===== src/rtl/sensor_pkg.sv =====
// -----------------------------------------------------------------------------
// sensor_pkg
// Shared definitions for the sensor error monitor: default parameter values,
// fixed widths and the monitor FSM state type.
// -----------------------------------------------------------------------------
package sensor_pkg;

    // Default number of consecutive synchronized error samples to raise alarm.
    localparam int unsigned DEBOUNCE_CYCLES_DEF = 4;

    // Default width of the saturating alarm event counter.
    localparam int unsigned COUNT_WIDTH_DEF = 8;

    // Debounce counter width, sized for the largest legal DEBOUNCE_CYCLES (255).
    localparam int unsigned DB_CNT_W = 8;

    // Width of the raw sensor vector.
    localparam int unsigned SENSOR_W = 4;

    // Monitor FSM states. Explicit codes keep the encoding stable for
    // anything that inspects the state register in a waveform or netlist.
    typedef enum logic [1:0] {
        ST_IDLE    = 2'd0,
        ST_PENDING = 2'd1,
        ST_ALARM   = 2'd2,
        ST_ACKED   = 2'd3
    } state_e;

endpackage : sensor_pkg


===== src/rtl/sync_2ff.sv =====
// -----------------------------------------------------------------------------
// sync_2ff
// Two-flop synchronizer for signals asynchronous to clk. Each bit is
// synchronized independently; both stages reset to 0.
//
// Ports:
//   clk    in   destination clock
//   n_rst  in   asynchronous active-low reset
//   d_i    in   [WIDTH-1:0] asynchronous input
//   q_o    out  [WIDTH-1:0] second-stage (synchronized) output
// -----------------------------------------------------------------------------
module sync_2ff #(
    parameter int unsigned WIDTH = 1
) (
    input  logic             clk,
    input  logic             n_rst,
    input  logic [WIDTH-1:0] d_i,
    output logic [WIDTH-1:0] q_o
);

    logic [WIDTH-1:0] meta_q;
    logic [WIDTH-1:0] sync_q;

    // NOTE: sequential state uses non-blocking assignments so that meta_q and
    // sync_q both update from pre-edge values; blocking here would collapse
    // the two stages into one.
    always_ff @(posedge clk or negedge n_rst) begin
        if (!n_rst) begin
            meta_q <= '0;
            sync_q <= '0;
        end else begin
            meta_q <= d_i;
            sync_q <= meta_q;
        end
    end

    assign q_o = sync_q;

endmodule : sync_2ff


===== src/rtl/sensor_error_monitor.sv =====
// -----------------------------------------------------------------------------
// sensor_error_monitor
// Debounces an asynchronous sensor-fault flag and raises a latched alarm once
// the fault has been seen for DEBOUNCE_CYCLES consecutive synchronized
// samples. On each alarm the synchronized sensor vector is snapshotted and a
// saturating event counter is bumped. The operator acknowledges with ack; a
// fault that is still present after the acknowledge must go away before a new
// alarm can be raised.
//
// Parameters:
//   DEBOUNCE_CYCLES  consecutive error samples needed (legal range 2..255)
//   COUNT_WIDTH      width of event_count
//
// Ports:
//   clk            in   system clock, rising edge
//   n_rst          in   asynchronous active-low reset
//   error_in       in   raw sensor-fault flag (asynchronous)
//   sensors_in     in   [3:0] raw sensor vector (asynchronous)
//   ack            in   operator acknowledge (level), honoured only in ALARM
//   clr_count      in   synchronous clear of event_count (wins over increment)
//   alarm          out  registered alarm, high exactly while in ALARM
//   alarm_sensors  out  [3:0] sensor snapshot taken when the alarm was raised
//   event_count    out  [COUNT_WIDTH-1:0] number of alarms raised, saturating
// -----------------------------------------------------------------------------
module sensor_error_monitor
    import sensor_pkg::*;
#(
    parameter int unsigned DEBOUNCE_CYCLES = DEBOUNCE_CYCLES_DEF,
    parameter int unsigned COUNT_WIDTH     = COUNT_WIDTH_DEF
) (
    input  logic                   clk,
    input  logic                   n_rst,
    input  logic                   error_in,
    input  logic [SENSOR_W-1:0]    sensors_in,
    input  logic                   ack,
    input  logic                   clr_count,
    output logic                   alarm,
    output logic [SENSOR_W-1:0]    alarm_sensors,
    output logic [COUNT_WIDTH-1:0] event_count
);

    // The count reaching DEBOUNCE_CYCLES-1 while err_s is still high means
    // this edge is the DEBOUNCE_CYCLES-th consecutive error sample.
    localparam logic [DB_CNT_W-1:0]    DB_LAST = DB_CNT_W'(DEBOUNCE_CYCLES - 1);
    localparam logic [COUNT_WIDTH-1:0] CNT_MAX = '1;

    // ---------------------------------------------------------------------
    // Input synchronization: error flag and sensor vector share one 5-bit
    // synchronizer so they see identical latency. The sensor bits are not
    // gray-coded, so a snapshot taken while sensors_in is changing may mix
    // old and new bits; the sensor source is expected to hold its vector
    // while reporting a fault.
    // ---------------------------------------------------------------------
    logic [SENSOR_W:0]   sync_out;
    logic                err_s;
    logic [SENSOR_W-1:0] sens_s;

    sync_2ff #(
        .WIDTH (SENSOR_W + 1)
    ) u_sync (
        .clk   (clk),
        .n_rst (n_rst),
        .d_i   ({error_in, sensors_in}),
        .q_o   (sync_out)
    );

    assign err_s  = sync_out[SENSOR_W];
    assign sens_s = sync_out[SENSOR_W-1:0];

    // ---------------------------------------------------------------------
    // State
    // ---------------------------------------------------------------------
    state_e                 state_q, state_d;
    logic [DB_CNT_W-1:0]    db_cnt_q, db_cnt_d;
    logic                   alarm_q, alarm_d;
    logic [SENSOR_W-1:0]    snap_q, snap_d;
    logic [COUNT_WIDTH-1:0] cnt_q, cnt_d;
    logic                   raise;

    // NOTE: every signal written in this block gets a default first, so no
    // path through the case statement can leave one unassigned and infer a
    // latch.
    always_comb begin
        state_d  = state_q;
        db_cnt_d = db_cnt_q;
        raise    = 1'b0;

        unique case (state_q)
            ST_IDLE: begin
                if (err_s) begin
                    state_d  = ST_PENDING;
                    db_cnt_d = DB_CNT_W'(1);
                end else begin
                    db_cnt_d = '0;
                end
            end

            ST_PENDING: begin
                if (!err_s) begin
                    // Any clean sample restarts debounce from scratch.
                    state_d  = ST_IDLE;
                    db_cnt_d = '0;
                end else if (db_cnt_q == DB_LAST) begin
                    state_d  = ST_ALARM;
                    db_cnt_d = '0;
                    raise    = 1'b1;
                end else begin
                    db_cnt_d = db_cnt_q + DB_CNT_W'(1);
                end
            end

            ST_ALARM: begin
                db_cnt_d = '0;
                // The fault level is ignored until the operator acknowledges.
                if (ack) begin
                    state_d = err_s ? ST_ACKED : ST_IDLE;
                end
            end

            ST_ACKED: begin
                db_cnt_d = '0;
                // Fault must clear before re-arming; no new alarm meanwhile.
                if (!err_s) begin
                    state_d = ST_IDLE;
                end
            end

            default: begin
                state_d  = ST_IDLE;
                db_cnt_d = '0;
            end
        endcase
    end

    // Alarm is registered from the next state so the output is a clean flop
    // that tracks ALARM exactly, with no decode glitches on the pin.
    always_comb begin
        alarm_d = (state_d == ST_ALARM);
        snap_d  = raise ? sens_s : snap_q;

        if (clr_count) begin
            cnt_d = '0;
        end else if (raise && (cnt_q != CNT_MAX)) begin
            cnt_d = cnt_q + COUNT_WIDTH'(1);
        end else begin
            cnt_d = cnt_q;
        end
    end

    always_ff @(posedge clk or negedge n_rst) begin
        if (!n_rst) begin
            state_q  <= ST_IDLE;
            db_cnt_q <= '0;
            alarm_q  <= 1'b0;
            snap_q   <= '0;
            cnt_q    <= '0;
        end else begin
            state_q  <= state_d;
            db_cnt_q <= db_cnt_d;
            alarm_q  <= alarm_d;
            snap_q   <= snap_d;
            cnt_q    <= cnt_d;
        end
    end

    assign alarm         = alarm_q;
    assign alarm_sensors = snap_q;
    assign event_count   = cnt_q;

endmodule : sensor_error_monitor


===== config.mk =====
export PLATFORM = sky130hd
export DESIGN_NAME = sensor_error_monitor
export DESIGN_NICKNAME = d
export VERILOG_FILES = /design/src/rtl/sensor_pkg.sv /design/src/rtl/sync_2ff.sv /design/src/rtl/sensor_error_monitor.sv
export SDC_FILE = /design/constraint.sdc
export NUM_CORES = 1
export LEC_CHECK = 0
export ABC_AREA = 0
export CAP_MARGIN = 10
export CORE_ASPECT_RATIO = 1.2
export CORE_UTILIZATION = 34
export DETAILED_ROUTE_END_ITERATION = 6
export PLACE_DENSITY = 0.52
export SLEW_MARGIN = 5
export SYNTH_ARGS = -nofsm -noshare
export SYNTH_HDL_FRONTEND = slang
export SYNTH_SLANG_ARGS = --single-unit
export TNS_END_PERCENT = 5

===== constraint.sdc =====
create_clock -name clk -period 3.6 [get_ports clk]
set_clock_uncertainty 0.15 [all_clocks]
set_input_delay 0.54 -clock clk [delete_from_list [all_inputs] [get_ports clk]]
set_output_delay 0.54 -clock clk [all_outputs]
set_load 0.005 [all_outputs]

=== Word-level counts from Yosys, hierarchy flattened ===
Cells that the tools add are included.

* Add/sub/neg operators: 2
* Equality and inequality tests: 6
* Mux-type cells: 16
* Reductions and logical operators: 4

{| class="wikitable"
|+ Operators by type and width
! kind !! number
|-
| 2-to-1 mux 8 bit || 4
|-
| one-hot mux 8 bit (3 select lines) || 1
|-
| adder 8 x 1 -> 8 bit, second input constant || 2
|-
| 2-to-1 mux 2 bit || 6
|-
| equality test 8 x 2 -> 1 bit, second input constant || 1
|-
| != test 8 bit, second input constant || 1
|-
| one-hot mux 2 bit (4 select lines) || 1
|-
| equality test 2 bit, second input constant || 3
|-
| 2-to-1 mux 1 bit || 4
|-
| equality test 2 x 1 -> 1 bit, second input constant || 1
|-
| zero test 2 bit || 1
|-
| nonzero test 2 bit || 1
|-
| OR reduction 2 bit || 1
|-
| logical AND 1 bit || 1
|}

* Register bits after elaboration: 33
* Input bits: 9
* Output and inout port bits: 13
* Logic and storage cells: 35

=== Logic depth before layout (Yosys ltp) ===
Gate-level depths: netlist of run 1.

* Word-level depth: 7
* Depth in mapped cells: 6
* Mapped depth without buffers: 5

=== By module ===
Synthesis of run 1 repeated with hierarchy kept, for this count alone.

* Cell total of the unflattened synthesis: 117
* Area, all modules: 1367.6 um^2

{| class="wikitable"
|+ Modules (own cells, without submodules)
! module !! times used !! cells an instance !! area an instance (um^2) !! seq. area each (um^2)
|-
| sensor_error_monitor || 1 || 107 || 1117.3 || 575.6
|-
| sync_2ff || 1 || 10 || 250.2 || 250.2
|}

=== Least setup slack after synthesis of run 1 ===
No wires, ideal clock.

* Path kind: flip-flop to flip-flop
* From: register db_cnt_q[4]
* To: register cnt_q[3] (netlist: event_count[3])
* Library setup time: 0.130 ns
* Data arrival time: 1.466 ns
* Required time: 3.320 ns
* Slack: 1.854 ns
* Stages on the path, launching flop included: 7
* Clock period less this slack: 1.746 ns
* Path through: dfrtp_1 > nor4_4 > nand4_2 > buf_4 > buf_6 > o31ai_1 > a21oi_1

* Word-level cells in the longest chain between the ends: 6

{| class="wikitable"
|+ Ends and longest elaborated chain
! item !! RTL line !! source
|-
| start, declared || sensor_error_monitor.sv:74 || <nowiki>logic [DB_CNT_W-1:0] db_cnt_q, db_cnt_d;</nowiki>
|-
| start signal, assigned || sensor_error_monitor.sv:159 || <nowiki>db_cnt_q <= db_cnt_d;</nowiki>
|-
| equality test 8 x 2 -> 1 bit || sensor_error_monitor.sv:103 || <nowiki>end else if (db_cnt_q == DB_LAST) begin</nowiki>
|-
| 2-to-1 mux 1 bit || sensor_error_monitor.sv:103 ||
|-
| 2-to-1 mux 1 bit || sensor_error_monitor.sv:99 || <nowiki>if (!err_s) begin</nowiki>
|-
| 2-to-1 mux 1 bit || sensor_error_monitor.sv:88 || <nowiki>unique case (state_q)</nowiki>
|-
| logical AND 1 bit || sensor_error_monitor.sv:143 || <nowiki>end else if (raise && (cnt_q != CNT_MAX)) begin</nowiki>
|-
| nonzero test 2 bit (no line) || n/a ||
|-
| end signal, assigned || sensor_error_monitor.sv:162 || <nowiki>cnt_q <= cnt_d;</nowiki>
|-
| end, declared || sensor_error_monitor.sv:77 || <nowiki>logic [COUNT_WIDTH-1:0] cnt_q, cnt_d;</nowiki>
|}

No other way between the ends.
A chain may end at the register's enable or synchronous reset.

=== Worst setup path in the final report of run 1 ===
* From: register db_cnt_q[4]
* To: register cnt_q[5] (netlist: event_count[5])

Same word-level chain as after synthesis.

==> results.cfg, run 1 <==
[die]
start_util_pct = 36.7
num_io_pins = 22
die_area_um2 = 4280
die_h_um = 71.4
die_x_um = 59.9
fp-row-count = 24
coreArea_um2 = 3720

[global_route]
first_global_vias = 938
grt_pass1_wl_um = 4240
grt_usage_pct = 13.5
grt_use_met2_pct = 19.8
grtUsageMet3_pct = 5.60
top_usage_layer = met2
grt_max_degree = 34
overflow = 0
grtUsageMet1_pct = 17.2
antenna_found_initial = 0

[hold_path]
min_path_type = register to register

[clock_tree]
postCtsHoldBufs = 0
cts_sinks = 33
cts_resized = 0
clockBufferDepth = 2
cts.reportedPaths.clkPinSlew_ns = 0.07
postCtsSetupBuffers = 0
clock_latency_ns = 0.29
cts_tree = yes
cts_root_buf = clkbuf_8
cts_buffers = 5
cts_max_level = 2

[layout]
fillers = 365
final_core_utilization_pct = 47.0
nets = 152
design_area_um2 = 1750
seq_area_um2 = 826
fin_cells = 194
n_antenna_cell = 0
drive_gt1_share_pct = 11.3
area.growth.synth_to_final_pct = 28.1
final_cell_mix = 33 x dfrtp_1, 21 x clkdlybuf4s50_1, 12 x nand2_1
multi_input_area_um2 = 503
final_common_cell = dfrtp_1

[place]
dp_hpwl_um = 1660
place_area_um2 = 1630
post-place-ws_ns = 1.30
port_buffers = 21
finalWeightedCongestion = 0.809
dp.cells = 186

[critical_path]
critPathLaunchType = register
worst_ep_required_time_ns = 3.66
crit_chain = nor4_4, nand4_2, or4_1, a21oi_1
crit_type = register to register
cpMaxStageDelayCell = or4_1
end_kind = register
worstPathMaxFanout = 21
crit_arrival_ns = 2.37
slowest_delay_ns = 0.66

[routing]
routed_via_density = 4.90
via_count = 950
wl_um = 2430
wl_per_cell_um = 12.5
drc_errors = 0
final_antenna_net_count = 0
first_pass_iters = 4
drt_first_iter_violations = 51

[synth]
syn_avg_cell_area_um2 = 12.0
netlist_instances = 114
syn-num-nets = 125
yosysWarningCount = 0
ys_seq_area_share_pct = 60.4
yosys_register_bits = 33
ys_types = 32
synth_area_um2 = 1370

[sta]
post-route-min-period_ns = 2.30
post-route-period-util_pct = 64.0
hold_viol_final = 0
finalHoldWorstSlack_ns = 0.196
fin_setup_tns_ns = 0
tightest_slew_ns = 0.563
worst_slack_ns = 1.30
setup_viol = 0
maxSlewViolCount = 0
slew_headroom_pct = 62.4
rsz0062_at_grt = no
max_freq_mhz = 434

[power_and_ir_drop]
finalPower_uw = 889
power_leakage_nw = 0.744
power_density_nw_per_um2 = 508
ir_drop_uv = 310

[run]
drv_cap = 0

[run_status]
outcome = finished clean
==> cell usage after synthesis (all sizes together) <==
master	count	area [um^2]
nor2	9	33.8
mux2	4	45.0
nor4	1	21.3
or3	2	12.5
mux2i	1	10.0
nand4	4	31.3
or4	2	15.0
dfrtp	33	826
a21oi	4	20.0
nand2	12	45.0
xor2	2	17.5
o32ai	1	8.76
and3	2	12.5
o311ai	2	17.5
nand2b	1	6.26
inv	5	18.8
and4	1	8.76
and2	2	12.5
o21bai	1	7.51
o41ai	2	25.0
and3b	1	8.76
nand3	6	30.0
buf	2	18.8
ha	2	25.0
o31ai	3	22.5
o311a	1	10.0
nor2b	1	6.26
o21ai	3	15.0
xnor2	4	35.0
==> cell families (layout without fill, tap and decap cells) <==
family                     Yosys count  after routing  synth area share (%)
buffers and inverters                7             35                  2.75
AOI/OAI and AO/OA                   17             17                  9.25
DFF                                 33             33                  60.4
adders and majority gates            2              2                  1.83
xor gates and xnor gates             6              6                  3.85
and+or+nand+nor                     44             44                  17.9
muxes                                5              5                  4.03
==> where the power goes <==
| group | switching [mW] | total (mW) | internal [mW] |
|---|---|---|---|
| combinational | 0.0390 | 0.103 | 0.0638 |
| clock | 0.136 | 0.361 | 0.225 |
| sequential | 0.0208 | 0.426 | 0.405 |
| total | 0.196 | 0.889 | 0.693 |
==> worst max-delay path, delay by kind of cell (launching register included) <==
kind,cells,cell delay [ns]
flip-flops,1,0.45
AND/OR/NAND/NOR,3,1.48
AO/OA/AOI/OAI,1,0.14
==> registers in the layout, indices dropped and copies added, names as in the netlist <==
name / count
u_sync.q_o: 5
alarm_sensors: 4
u_sync.meta_q: 5
db_cnt_q: 8
alarm: 1
event_count: 8
state_q: 2
==> final timing paths <==
check / startpoint / end / slack (ns) / cells past startpoint
max in group asynchronous: n_rst / db_cnt_q[7]$_DFF_PN0_ / 2.51 / 2
worst min-delay path: u_sync.meta_q[4]$_DFF_PN0_ / u_sync.q_o[4]$_DFF_PN0_ / 0.20 / 0
worst min register to register: u_sync.meta_q[4]$_DFF_PN0_ / u_sync.q_o[4]$_DFF_PN0_ / 0.20 / 0
min in group asynchronous: n_rst / event_count[2]$_DFFE_PN0P_ / 0.49 / 2
worst max register to register: db_cnt_q[4]$_DFF_PN0_ / event_count[5]$_DFFE_PN0P_ / 1.30 / 4
worst max-delay path: db_cnt_q[4]$_DFF_PN0_ / event_count[5]$_DFFE_PN0P_ / 1.30 / 4
==> per-layer routing <==
layer  share of wire, %  up-vias
li1                   -      459
met1                 47      466
met2                 47       19
met3                4.2        6
met4                2.2        0
met5                  0        -
==> area by class of cell <==
class / count / share of cell area, %
clock buffers: 6 / 4.72
clock inverters: 2 / 2.14
inverters: 5 / 1.07
multi-input cells: 74 / 28.7
flip-flops and latches: 33 / 47.2
well taps: 52 / 3.72
repair buffers: 22 / 12.4
Note: power is estimated with default switching activity, not from simulation.
==> run 2: changes to the inputs <==
- PLACE_DENSITY: 0.52 -> 0.54
- clock period: 3.6 -> 2 ns (I/O delays scaled with it)
==> run 2 against run 1 <==
Flip-flop and latch count is the same. Final area grew 3.2%. Global-route usage grew 0.61 points. Critical path depth grew 1. Via count grew 2.1%. Combinational power grew 90%. First-iteration DRC count shrank 67%. Die area is the same. Hold slack gained 0.0032 ns. Sequential power grew 79%. Critical endpoint is now event_count[6]$_DFFE_PN0P_.
==> results.cfg, run 2 (synthesized netlist as in run 1, its figures left out) <==
[die]
die_x_um = 59.9
num_io_pins = 22
coreArea_um2 = 3720
fp-row-count = 24
die_h_um = 71.4
die_area_um2 = 4280
start_util_pct = 36.7

[layout]
area.growth.synth_to_final_pct = 32.2
n_antenna_cell = 0
nets = 159
final_common_cell = dfrtp_1
drive_gt1_share_pct = 15.4
final_cell_mix = 33 x dfrtp_1, 21 x clkdlybuf4s50_1, 12 x nand2_1

[clock_tree]
cts_sinks = 33
cts_max_level = 2
cts.reportedPaths.clkPinSlew_ns = 0.07
clockBufferDepth = 2
postCtsHoldBufs = 0
cts_buffers = 5
cts_root_buf = clkbuf_8
postCtsSetupBuffers = 0
cts_resized = 0
cts_tree = yes
clock_latency_ns = 0.28

[sta]
fin_setup_tns_ns = 0
maxSlewViolCount = 0
rsz0062_at_grt = no
setup_viol = 0
post-route-period-util_pct = 92.7
worst_slack_ns = 0.146
tightest_slew_ns = 0.513
max_freq_mhz = 539
hold_viol_final = 0
slew_headroom_pct = 65.7
post-route-min-period_ns = 1.85

[hold_path]
hold_path_depth = 0
min_path_type = register to register

[critical_path]
crit_arrival_ns = 1.86
worst_ep_required_time_ns = 2.01
crit_type = register to register
rr_worst_depth = 5
critPathLaunchType = register
end_kind = register
worstPathMaxFanout = 8

[power_and_ir_drop]
power_density_nw_per_um2 = 875
power_leakage_nw = 0.775
ir_drop_uv = 552

[global_route]
antenna_found_initial = 0
grt_pass1_wl_um = 4440
overflow = 0
grtUsageMet3_pct = 4.87
grt_max_degree = 34
grtUsageMet1_pct = 18.9
grt_usage_pct = 14.1
grt_use_met2_pct = 20.5
first_global_vias = 954
top_usage_layer = met2

[routing]
wl_um = 2430
first_pass_iters = 4
drc_errors = 0
via_count = 970
routed_via_density = 4.83
final_antenna_net_count = 0
drt_first_iter_violations = 17
wl_per_cell_um = 12.1

[run_status]
outcome = finished clean

[place]
port_buffers = 21
dp_hpwl_um = 1720
finalWeightedCongestion = 0.783
post-place-ws_ns = 0.117

[run]
drv_cap = 0
-- run 2: cell count changes in the layout (fill, tap and decap cells not counted) --
| cell | before | now |
|---|---|---|
| clkbuf_8 | 6 | 5 |
| clkinv_4 | 0 | 1 |
| buf_4 | 1 | 8 |
| nand4_4 | 0 | 1 |
| nand4_2 | 1 | 0 |
-- run 2: layout make-up --
cell class | count | area (um^2)
Sequential cell | 33 | 826
Multi-Input combinational cell | 74 | 512
Clock buffer | 5 | 68.8
Inverter | 5 | 18.8
Tap cell | 52 | 65.1
Clock inverter | 3 | 46.3
Timing Repair Buffer | 29 | 270
Fill cell | 372 | 1920
-- run 2: where the power goes --
| group | internal [mW] | switching [mW] |
|---|---|---|
| clock network | 0.372 | 0.250 |
| registers | 0.728 | 0.0333 |
| logic | 0.120 | 0.0765 |
| total | 1.22 | 0.360 |
-- run 2: through the flow --
step / power (mW) / hold WS [ns] / util (%) / std cells / area, um^2
2_1_floorplan: 0.846 / -0.146 / - / 114 / 1370
3_3_place_gp: 0.969 / 0.182 / 45.2 / 193 / 1680
3_5_place_dp: 0.973 / 0.186 / 45.2 / 193 / 1680
4_1_cts: 1.61 / 0.199 / 48.3 / 201 / 1800
5_1_grt: 1.67 / 0.210 / 48.5 / 201 / 1810
6_report: 1.58 / 0.199 / 48.5 / 201 / 1810
-- run 2: per-layer routing --
metal  vias to the layer above  wire, um
li1                        472         -
met1                       473      1100
met2                        19      1180
met3                         6        97
met4                         0        50
met5                         -         0
-- run 2: final timing paths --
check	from	end	slack (ns)
worst max-delay path	db_cnt_q[4]$_DFF_PN0_	event_count[6]$_DFFE_PN0P_	0.15
worst min-delay path	u_sync.meta_q[4]$_DFF_PN0_	u_sync.q_o[4]$_DFF_PN0_	0.20
worst max register to register	db_cnt_q[4]$_DFF_PN0_	event_count[6]$_DFFE_PN0P_	0.15
worst min register to register	u_sync.meta_q[4]$_DFF_PN0_	u_sync.q_o[4]$_DFF_PN0_	0.20
max in group asynchronous	n_rst	db_cnt_q[3]$_DFF_PN0_	1.14
min in group asynchronous	n_rst	event_count[2]$_DFFE_PN0P_	0.25
-- run 2: worst max-delay path: stages (launching register included) --
cell and delay (ns):
dfrtp_1 0.41, nor4_4 0.35, nand4_4 0.19, buf_4 0.18
o311ai_1 0.32, o41ai_2 0.12
==> RTL change: new RTL, settings of run 2 <==
Change the package constant `DB_CNT_W` from 8 to 9.
--- a/src/rtl/sensor_pkg.sv
+++ b/src/rtl/sensor_pkg.sv
@@ -12,7 +12,7 @@
     localparam int unsigned COUNT_WIDTH_DEF = 8;
 
     // Debounce counter width, sized for the largest legal DEBOUNCE_CYCLES (255).
-    localparam int unsigned DB_CNT_W = 8;
+    localparam int unsigned DB_CNT_W = 9;
 
     // Width of the raw sensor vector.
     localparam int unsigned SENSOR_W = 4;
Function: same outputs for any inputs over 10 cycles, from zero or initial values and one cycle with n_rst low; that may be too few to reach the edited logic, so the function may still have changed.
==> RTL change against run 2 <==
Setup slack got worse by 0.033 ns; highest routed layer unchanged; fmax down 1.7%; count of clock-buffer cells in the layout unchanged; synthesized area up 4.5%; first-iteration DRC count up 47%; sequential cell count rose by 1; total power decreased by 6.8%; final area rose by 4.6%; die area grew 4.3%; combinational power down 39%; utilization down 0.96 points; routed wire length grew 8.4%.
==> RTL change: results (changes against run 2) <==
Final nets = 163 (+2.5%)
met2 Usage GRT = 0.2126 (+0.007622)
dpl cell area = 1765 um^2 (+4.9%)
status = completed
CP max stage cell = mux2_2
TAP cells = 54 (+3.8%)
largest net degree at the start of global routing = 35 (+2.9%)
Vias = 960 (-1.0%)
Place WS = 0.03231 ns (-0.08431 ns)
Worst EP arrival = 1.91 ns (+0.05 ns)
clk tree area frac = 0.05762 (-0.006096)
P&R area growth vs syn = 32.34% (about the same)
worst vdd ir = 0.0003892 V (-29%)
Mapped Nets = 126 (+0.80%)
CP max stage delay = 0.36 ns (-0.05 ns)
bufs w/o clock = 32 (+10%)
Critical R2R Launch = db_cnt_q[1]
combinational logic power = 0.000119 W (-39%)
GRT Resource Usage Total = 0.1476 (+0.006573)
layout cells sized above 1 = 0.1895 (+0.03518)
top cells by count, synth = 34 x dfrtp_1, 13 x nor2_1, 7 x nand2_1
Fillers = 384 (+3.2%)
final hold slack = 0.1980 ns (-0.001154 ns)
post-synthesis cell count = 115 (+0.88%)
Signal buf overhead = 0.1550 (+0.005383)
M1 WL = 1212 um (+10%)
count of different cell masters after synthesis = 33 (+3.1%)
gpl congestion = 0.7678 (-1.9%)
register area share after synthesis = 0.5960 (-0.008427)
Slew headroom = 0.7199 (+0.06325)
area taken by multi-input logic gates = 554.3 um^2 (+8.3%)
WL met2 = 1235 um (+4.8%)
## RTL change: kinds of logic (layout without fill, tap and decap cells)
logic type	Yosys count	count (layout)	share of synthesized area
AO/OA/AOI/OAI	9	9	0.04996
XOR/XNOR	7	7	0.04295
adder cells (fa/ha/maj)	2	2	0.01753
buffers and inverters	6	44	0.01577
flip-flops	34	34	0.5960
multiplexers	9	9	0.06923
AND/OR/NAND/NOR	48	48	0.2086
## RTL change: how the worst max path moves through the flow
| stage | cells after the start | slack [ns] | to | from |
|---|---|---|---|---|
| 2_1_floorplan | 5 | 0.05 | event_count[5] | db_cnt_q[0] |
| 3_3_place_gp | 5 | 0.08 | event_count[5] | db_cnt_q[0] |
| 3_5_place_dp | 5 | 0.03 | event_count[5] | db_cnt_q[1] |
| 4_1_cts | 5 | 0.01 | event_count[5] | db_cnt_q[1] |
| 5_1_grt | 5 | -0.02 | event_count[5] | db_cnt_q[1] |
| 6_report | 5 | 0.11 | event_count[5] | db_cnt_q[1] |
